===== src/rtl/uart_cmd_ctrl.sv =====
`default_nettype none
// ============================================================================
// Module   : uart_cmd_ctrl
// Function : debugger frame parser and register-bus sequencer behind UART RX
// Revision : 1.0  initial release
// ============================================================================
module uart_cmd_ctrl #(
   parameter logic [7:0]  SYNC_BYTE    = 8'hA5,
   parameter int unsigned BYTE_TIMEOUT = 50000,
   parameter int unsigned ACK_TIMEOUT  = 1024,
   parameter logic [7:0]  ACK_BYTE     = 8'h06,
   parameter logic [7:0]  NAK_BYTE     = 8'h15
) (
   input  logic       clk,
   input  logic       rst_n,
   input  logic [7:0] rx_data_i,
   input  logic       rx_done_i,
   output logic       bus_req_o,
   output logic       bus_we_o,
   output logic [7:0] bus_addr_o,
   output logic [7:0] bus_wdata_o,
   input  logic       bus_ack_i,
   input  logic [7:0] bus_rdata_i,
   output logic       rsp_valid_o,
   output logic [7:0] rsp_data_o,
   input  logic       rsp_ready_i,
   output logic       err_chk_o,
   output logic       err_cmd_o,
   output logic       err_tmo_o,
   output logic       err_ovr_o
);

   localparam logic [2:0] S_SYNC = 3'd0;
   localparam logic [2:0] S_CMD  = 3'd1;
   localparam logic [2:0] S_ADDR = 3'd2;
   localparam logic [2:0] S_DATA = 3'd3;
   localparam logic [2:0] S_CHK  = 3'd4;
   localparam logic [2:0] S_BUS  = 3'd5;
   localparam logic [2:0] S_RSP  = 3'd6;

   localparam logic [7:0] OP_WR = 8'h01;
   localparam logic [7:0] OP_RD = 8'h02;

   localparam int BT_W = (BYTE_TIMEOUT > 1) ? $clog2(BYTE_TIMEOUT + 1) : 1;
   localparam int AT_W = (ACK_TIMEOUT > 1) ? $clog2(ACK_TIMEOUT + 1) : 1;
   localparam logic [BT_W-1:0] BT_LAST = BT_W'(BYTE_TIMEOUT - 1);
   localparam logic [AT_W-1:0] AT_LAST = AT_W'(ACK_TIMEOUT - 1);

   logic [2:0]      state_q, state_d;
   logic            we_q, we_d;
   logic [7:0]      addr_q, addr_d;
   logic [7:0]      wdata_q, wdata_d;
   logic [BT_W-1:0] bt_q, bt_d;
   logic [AT_W-1:0] at_q, at_d;
   logic            bus_req_q, bus_req_d;
   logic            rsp_valid_q, rsp_valid_d;
   logic [7:0]      rsp_data_q, rsp_data_d;
   logic            err_chk_q, err_chk_d;
   logic            err_cmd_q, err_cmd_d;
   logic            err_tmo_q, err_tmo_d;
   logic            err_ovr_q, err_ovr_d;

   logic            in_frame;
   logic [7:0]      chk_exp;

   assign in_frame = (state_q == S_CMD) || (state_q == S_ADDR) ||
                     (state_q == S_DATA) || (state_q == S_CHK);

   // Read frames carry no data byte, so the data term drops out of the XOR.
   assign chk_exp = we_q ? (OP_WR ^ addr_q ^ wdata_q) : (OP_RD ^ addr_q);

   always_comb begin
      state_d     = state_q;
      we_d        = we_q;
      addr_d      = addr_q;
      wdata_d     = wdata_q;
      bt_d        = bt_q;
      at_d        = at_q;
      bus_req_d   = bus_req_q;
      rsp_valid_d = rsp_valid_q;
      rsp_data_d  = rsp_data_q;
      err_chk_d   = 1'b0;
      err_cmd_d   = 1'b0;
      err_tmo_d   = 1'b0;
      err_ovr_d   = 1'b0;

      case (state_q)
         S_SYNC: begin
            bt_d = '0;
            if (rx_done_i && (rx_data_i == SYNC_BYTE)) begin
               state_d = S_CMD;
            end
         end
         S_CMD: begin
            if (rx_done_i) begin
               if ((rx_data_i == OP_WR) || (rx_data_i == OP_RD)) begin
                  we_d    = (rx_data_i == OP_WR);
                  state_d = S_ADDR;
               end else begin
                  err_cmd_d = 1'b1;
                  state_d   = S_SYNC;
               end
            end
         end
         S_ADDR: begin
            if (rx_done_i) begin
               addr_d  = rx_data_i;
               state_d = we_q ? S_DATA : S_CHK;
            end
         end
         S_DATA: begin
            if (rx_done_i) begin
               wdata_d = rx_data_i;
               state_d = S_CHK;
            end
         end
         S_CHK: begin
            if (rx_done_i) begin
               if (rx_data_i == chk_exp) begin
                  bus_req_d = 1'b1;
                  at_d      = '0;
                  state_d   = S_BUS;
               end else begin
                  err_chk_d   = 1'b1;
                  rsp_valid_d = 1'b1;
                  rsp_data_d  = NAK_BYTE;
                  state_d     = S_RSP;
               end
            end
         end
         S_BUS: begin
            // An ack arriving on the expiry cycle takes priority over the timeout.
            if (bus_ack_i) begin
               bus_req_d   = 1'b0;
               rsp_valid_d = 1'b1;
               rsp_data_d  = we_q ? ACK_BYTE : bus_rdata_i;
               state_d     = S_RSP;
            end else if (at_q == AT_LAST) begin
               bus_req_d   = 1'b0;
               err_tmo_d   = 1'b1;
               rsp_valid_d = 1'b1;
               rsp_data_d  = NAK_BYTE;
               state_d     = S_RSP;
            end else begin
               at_d = at_q + AT_W'(1);
            end
            if (rx_done_i && !err_tmo_d) begin
               err_ovr_d = 1'b1;
            end
         end
         S_RSP: begin
            if (rsp_ready_i) begin
               rsp_valid_d = 1'b0;
               state_d     = S_SYNC;
            end
            if (rx_done_i) begin
               err_ovr_d = 1'b1;
            end
         end
         default: begin
            state_d = S_SYNC;
         end
      endcase

      // A byte landing on the expiry cycle wins and restarts the gap timer.
      if (in_frame) begin
         if (rx_done_i) begin
            bt_d = '0;
         end else if ((BYTE_TIMEOUT != 0) && (bt_q == BT_LAST)) begin
            bt_d      = '0;
            err_tmo_d = 1'b1;
            state_d   = S_SYNC;
         end else begin
            bt_d = bt_q + BT_W'(1);
         end
      end
   end

   always_ff @(posedge clk or negedge rst_n) begin
      if (!rst_n) begin
         state_q     <= S_SYNC;
         we_q        <= 1'b0;
         addr_q      <= 8'h00;
         wdata_q     <= 8'h00;
         bt_q        <= '0;
         at_q        <= '0;
         bus_req_q   <= 1'b0;
         rsp_valid_q <= 1'b0;
         rsp_data_q  <= 8'h00;
         err_chk_q   <= 1'b0;
         err_cmd_q   <= 1'b0;
         err_tmo_q   <= 1'b0;
         err_ovr_q   <= 1'b0;
      end else begin
         state_q     <= state_d;
         we_q        <= we_d;
         addr_q      <= addr_d;
         wdata_q     <= wdata_d;
         bt_q        <= bt_d;
         at_q        <= at_d;
         bus_req_q   <= bus_req_d;
         rsp_valid_q <= rsp_valid_d;
         rsp_data_q  <= rsp_data_d;
         err_chk_q   <= err_chk_d;
         err_cmd_q   <= err_cmd_d;
         err_tmo_q   <= err_tmo_d;
         err_ovr_q   <= err_ovr_d;
      end
   end

   assign bus_req_o   = bus_req_q;
   assign bus_we_o    = we_q;
   assign bus_addr_o  = addr_q;
   assign bus_wdata_o = wdata_q;
   assign rsp_valid_o = rsp_valid_q;
   assign rsp_data_o  = rsp_data_q;
   assign err_chk_o   = err_chk_q;
   assign err_cmd_o   = err_cmd_q;
   assign err_tmo_o   = err_tmo_q;
   assign err_ovr_o   = err_ovr_q;

endmodule
`default_nettype wire


===== config.mk =====
export PLATFORM = sky130hd
export DESIGN_NAME = uart_cmd_ctrl
export DESIGN_NICKNAME = d
export VERILOG_FILES = /design/src/rtl/uart_cmd_ctrl.sv
export SDC_FILE = /design/constraint.sdc
export NUM_CORES = 1
export LEC_CHECK = 0
export ABC_AREA = 1
export ABC_CLOCK_PERIOD_IN_PS = 4250
export BUFFER_PORTS_ARGS = -buffer_cell sky130_fd_sc_hd__buf_4
export CAP_MARGIN = 0
export CORE_UTILIZATION = 40
export CTS_BUF_LIST = sky130_fd_sc_hd__clkbuf_8
export DETAILED_ROUTE_END_ITERATION = 12
export HOLD_SLACK_MARGIN = 0.06
export SKIP_LAST_GASP = 1
export SYNTH_ARGS = -nofsm -noshare
export SYNTH_HDL_FRONTEND = slang
export SYNTH_SLANG_ARGS = --single-unit

===== constraint.sdc =====
create_clock -name clk -period 4.25 [get_ports clk]
set_input_delay 0.6375 -clock clk [delete_from_list [all_inputs] [get_ports clk]]
set_output_delay 0.6375 -clock clk [all_outputs]
set_load 0.005 [all_outputs]

### Yosys cells after proc, flatten, opt, wreduce, memory -nomap -nowiden

Index checks and enable logic that the tools add are counted.

* word-level logic and storage cells: 113
* input bits: 21
* register bits after elaboration: 61

* bitwise operators: 3
* mux-type cells: 58
* eq/ne operators: 19
* reductions and logical operators: 18
* add/subtract/negate cells: 2

Operators by type and width (number)
* 2-to-1 mux 16 bit: 4
* 2-to-1 mux 8 bit: 6
* 2-to-1 mux 11 bit: 4
* 2-to-1 mux 3 bit: 12
* 2-to-1 mux 1 bit: 24
* case mux 11 bit (2 select lines): 1
* case mux 3 bit (7 select lines): 1
* adder 16 x 1 -> 16 bit, second input constant: 1
* == test 16 bit, second input constant: 1
* case mux 8 bit (2 select lines): 1
* adder 11 x 1 -> 11 bit, second input constant: 1
* == test 11 x 10 -> 1 bit, second input constant: 1
* inequality test 2 bit, second input constant: 5
* AND reduction 5 bit: 2
* == test 3 bit, second input constant: 3
* == test 8 x 1 -> 1 bit, second input constant: 1
* == test 8 x 2 -> 1 bit, second input constant: 1
* == test 8 bit: 1
* == test 8 bit, second input constant: 1
* AND reduction 4 bit: 2
* bitwise XOR 8 bit: 1
* == test 3 x 2 -> 1 bit, second input constant: 2
* logical OR 1 bit: 4
* 2-to-1 mux 2 bit: 2
* 13 further kinds: 18

### Logic depth before layout (Yosys ltp)

* depth after elaboration: 10
* depth in mapped cells: 13

### Worst setup path before layout

OpenSTA, ideal clock, no wires.

* kind: input port to flip-flop
* start point: input port rx_data_i[5]
* end point: register at_q[10]
* arrival: 1.605 ns
* library setup time: 0.122 ns
* cell stages on the path: 13
* slack: 2.523 ns
* cells stage by stage: inv_1 > nand2_1 > nand2_1 > nand2_1 > nand2_1 > nand2_1 > nor2_2 > nand2_2 > nand2_2 > nand2_2 > buf_6 > nand2_1 > nand2_1

* cells in the longest elaborated chain, start to end: 3

RTL lines
* start: declaration: line 16 `input logic [7:0] rx_data_i,`
* == test 8 bit: line 119 `if (rx_data_i == chk_exp) begin`
* inequality test 2 x 1 -> 1 bit (no line)
* AND reduction 5 bit (no line)
* end signal: assignment: line 200 `at_q <= at_d;`
* end: declaration: line 54 `logic [AT_W-1:0] at_q, at_d;`

Every way passes these cells.
A chain may end at the register's enable or synchronous reset.

### Worst setup path after layout

* start point: register we_q (netlist: bus_we_o)
* end point: register at_q[4]

* cells in the longest elaborated chain, start to end: 4

RTL lines
* start: declaration: line 50 `logic we_q, we_d;`
* start signal: assignment: line 196 `we_q <= we_d;`
* 2-to-1 mux 8 bit: line 70 `assign chk_exp = we_q ? (OP_WR ^ addr_q ^ wdata_q) : (OP_RD ^ addr_q);`
* == test 8 bit: line 119
* inequality test 2 x 1 -> 1 bit (no line)
* AND reduction 5 bit (no line)

Every way passes these cells.

==> flow_summary.json <==
{
  "status": "finished clean",
  "crit_fanout": 15,
  "htree_num_levels": 3,
  "nets": 559,
  "final-seq-area_sq_um": 1530,
  "seq_area_frac_synth": 0.441,
  "crit_path_start_kind": "register",
  "dr_total_vias": 3196,
  "ctsHoldBuffers": 0,
  "netlist_instances": 481,
  "synth_compound_area_frac": 0.0748,
  "yosys_most_used_dff": "dfrtp_1",
  "area_growth_pct": 18.9,
  "relSlewSlack": 0.478,
  "p_int_w": 0.00115,
  "crit_buf_inv": 1,
  "clock-root-buffer": "clkbuf_8",
  "wl_per_cell_um": 12.0,
  "leakage_nw": 2.14,
  "path_clk_slew_ns": 0.07,
  "synthXorXnorAreaFrac": 0.0228,
  "syn_area_per_cell_sq_um": 7.20,
  "required_ns": 4.47,
  "gp_congestion": 0.871,
  "io_buffer_count": 51,
  "syn_area_sq_um": 3460,
  "finalHoldViolations": 0,
  "clockBufferDepth": 2,
  "fin_crit_sh": 0.498,
  "crit_arrival_ns": 2.34,
  "setup_violations": 0,
  "die_w_um": 95.0,
  "synthDistinctLibCells": 35,
  "cpPeakStageDelay_ns": 0.71,
  "final_common_cell": "nand2_1",
  "insertion_delay_ns": 0.34,
  "finish.instance_area_sq_um": 4120,
  "power.switching_w": 0.000609,
  "setup_tns_ns": 0,
  "final.fill_count": 801,
  "dp_hpwl_mm": 5.70,
  "antenna_cells": 0,
  "grt_setup_unrepaired": "false",
  "max_freq_mhz": 472,
  "cts_tree": "done",
  "fp.dieArea_sq_um": 9030,
  "wl_met3_um": 352,
  "synth_edf_count": 0,
  "ios": 52,
  "viasPerCell": 4.95,
  "critical_path.endpoint_type": "register",
  "drt_iter0_drc": 185,
  "cts_sinks": 61,
  "drv_cap": 0,
  "critPathSlowestCell": "dfrtp_1",
  "wl_mm": 7.76,
  "grt_pass1_wl_mm": 13.4,
  "placed_area_sq_um": 3930,
  "mostFrequentLayoutCells": "nand2_1, dfrtp_1, inv_1",
  "grt_pass1_vias": 3002,
  "p_clk_frac": 0.277,
  "syn-num-nets": 504,
  "top_layer_used": "met4",
  "antenna_found_initial": 0,
  "cp_top_family": "simple AND/OR/NAND/NOR gates",
  "switching_share": 0.345,
  "worst_slew_pin_slew_ns": 0.783,
  "power_density_nw_per_um2": 429,
  "r2r_slack_ns": 2.13,
  "grt_use_total": 0.191,
  "synth-simple-area-share": 0.375,
  "cts_made_buffers": 9,
  "drv_slew": 0,
  "cp_common_cell": "nand2_1",
  "grt_overflow": 0,
  "drc": 0,
  "initial_utilization": 0.417,
  "fin_skew_ns": 0.0131,
  "multi_input_area_sq_um": 1660,
  "combPwrFrac": 0.299,
  "p_seq_frac": 0.424,
  "drive_gt1_frac": 0.166,
  "hp-class": "in2async",
  "dr.pass1.iters": 4,
  "ys_ff_latch": 61,
  "die_h_um": 95.0,
  "core_area_sq_um": 8300,
  "routed-wl-met2_mm": 3.59,
  "post_cts.repair.setup_buffers": 0,
  "synth_fa_ha_area_frac": 0.00723,
  "met1_length_mm": 3.71,
  "synth_top_family_by_area": "simple AND/OR/NAND/NOR gates",
  "ys_async_sr_fraction": 1.00,
  "critPathKind": "reg2reg",
  "rows": 33,
  "crit_chain": "nand2_1, inv_1, nand2_1, nand2_1, nand2_1, nor2_2, nand2_2, nand2_2, nand2_2, nand2_1, nand2_1",
  "cts_resized": 0,
  "postRouteAntennaNets": 0,
  "yosysWarnings": 0,
  "grt_max_degree": 62,
  "ir_drop_uv": 180,
  "finalCriticalPeriod_ns": 2.12,
  "muxShareOfSynthArea": 0
}
-- worst reg2reg max path, cell delays in order (launching register included) --
cell	delay (ns)
dfrtp_1	0.71
nand2_1	0.18
inv_1	0.10
nand2_1	0.05
nand2_1	0.06
nand2_1	0.07
nor2_2	0.19
nand2_2	0.09
nand2_2	0.20
nand2_2	0.21
nand2_1	0.10
nand2_1	0.06
-- power by group through the flow --
stage                     logic [W]  clock network, W  registers (W)
final                      0.000527          0.000488       0.000749
after floorplan            0.000337                 0       0.000752
after detailed placement   0.000535                 0       0.000757
after global routing       0.000604          0.000528       0.000762
after CTS                  0.000536          0.000502       0.000747
after global placement     0.000530                 0       0.000758
-- per-stage QoR --
step | worst slack (ns) | hold WS [ns] | cells | utilization | power (W)
detailed placement | 2.05 | 0.462 | 630 | 0.473 | 0.00129
finish | 2.13 | 0.370 | 646 | 0.496 | 0.00176
floorplan | 2.52 | 0.342 | 481 | - | 0.00109
CTS | 2.12 | 0.408 | 646 | 0.496 | 0.00179
global placement | 2.10 | 0.457 | 630 | 0.473 | 0.00129
global route | 1.92 | 0.462 | 646 | 0.496 | 0.00189
-- layout make-up --
type,count,area share
clock buffer,13,0.0435
tap,105,0.0319
multi-input combinational,353,0.403
clock inverter,3,0.00274
sequential,61,0.371
timing repair buffer,51,0.0930
inverter,60,0.0547
-- cell usage after synthesis, types with 4 or more instances --
| master | number | share of area |
|---|---|---|
| nand2_1 | 178 | 0.19 |
| dfrtp_1 | 61 | 0.44 |
| inv_1 | 57 | 0.062 |
| nor2_1 | 41 | 0.044 |
| nand3_1 | 33 | 0.048 |
| o21ai_0 | 22 | 0.032 |
| a21oi_1 | 12 | 0.017 |
| nor3_1 | 9 | 0.013 |
| nand2_2 | 7 | 0.013 |
| nor2_2 | 7 | 0.013 |
| nand4_1 | 6 | 0.011 |
| xor2_1 | 5 | 0.013 |
| nor2_4 | 4 | 0.013 |
| xnor2_1 | 4 | 0.010 |
-- state kept, by name, summed over array words and instances, names as in the netlist --
register     count
at_q            11
bt_q            16
bus_addr_o       8
bus_req_o        1
bus_wdata_o      8
bus_we_o         1
err_chk_o        1
err_cmd_o        1
err_ovr_o        1
err_tmo_o        1
rsp_data_o       8
rsp_valid_o      1
state_q          3
-- worst paths after layout --
kind,cells past startpoint,from,endpoint
max,11,bus_we_o$_DFFE_PN0P_,at_q[4]$_DFFE_PN0P_
min,1,rst_n,bus_wdata_o[1]$_DFFE_PN0P_
max reg2reg,11,bus_we_o$_DFFE_PN0P_,at_q[4]$_DFFE_PN0P_
min reg2reg,2,rsp_data_o[0]$_DFFE_PN0P_,rsp_data_o[0]$_DFFE_PN0P_
max in group asynchronous,1,rst_n,at_q[10]$_DFFE_PN0P_
min in group clk,2,rsp_data_o[0]$_DFFE_PN0P_,rsp_data_o[0]$_DFFE_PN0P_
-- routing by layer --
metal	track usage	up-vias
met3	0.0359	10
li1	-	1630
met2	0.309	77
met1	0.252	1479
met4	0.0783	0
met5	0	-
-- logic make-up (layout without fill, tap and decap cells) --
| group | Yosys count | after routing |
|---|---|---|
| and+or+nand+nor | 295 | 295 |
| buffers and inverters | 67 | 127 |
| DFF | 61 | 61 |
| AOI/OAI and AO/OA | 47 | 47 |
| xor gates and xnor gates | 9 | 9 |
| adders and majority gates | 2 | 2 |
No activity file was read; power rests on OpenSTA's default activity.
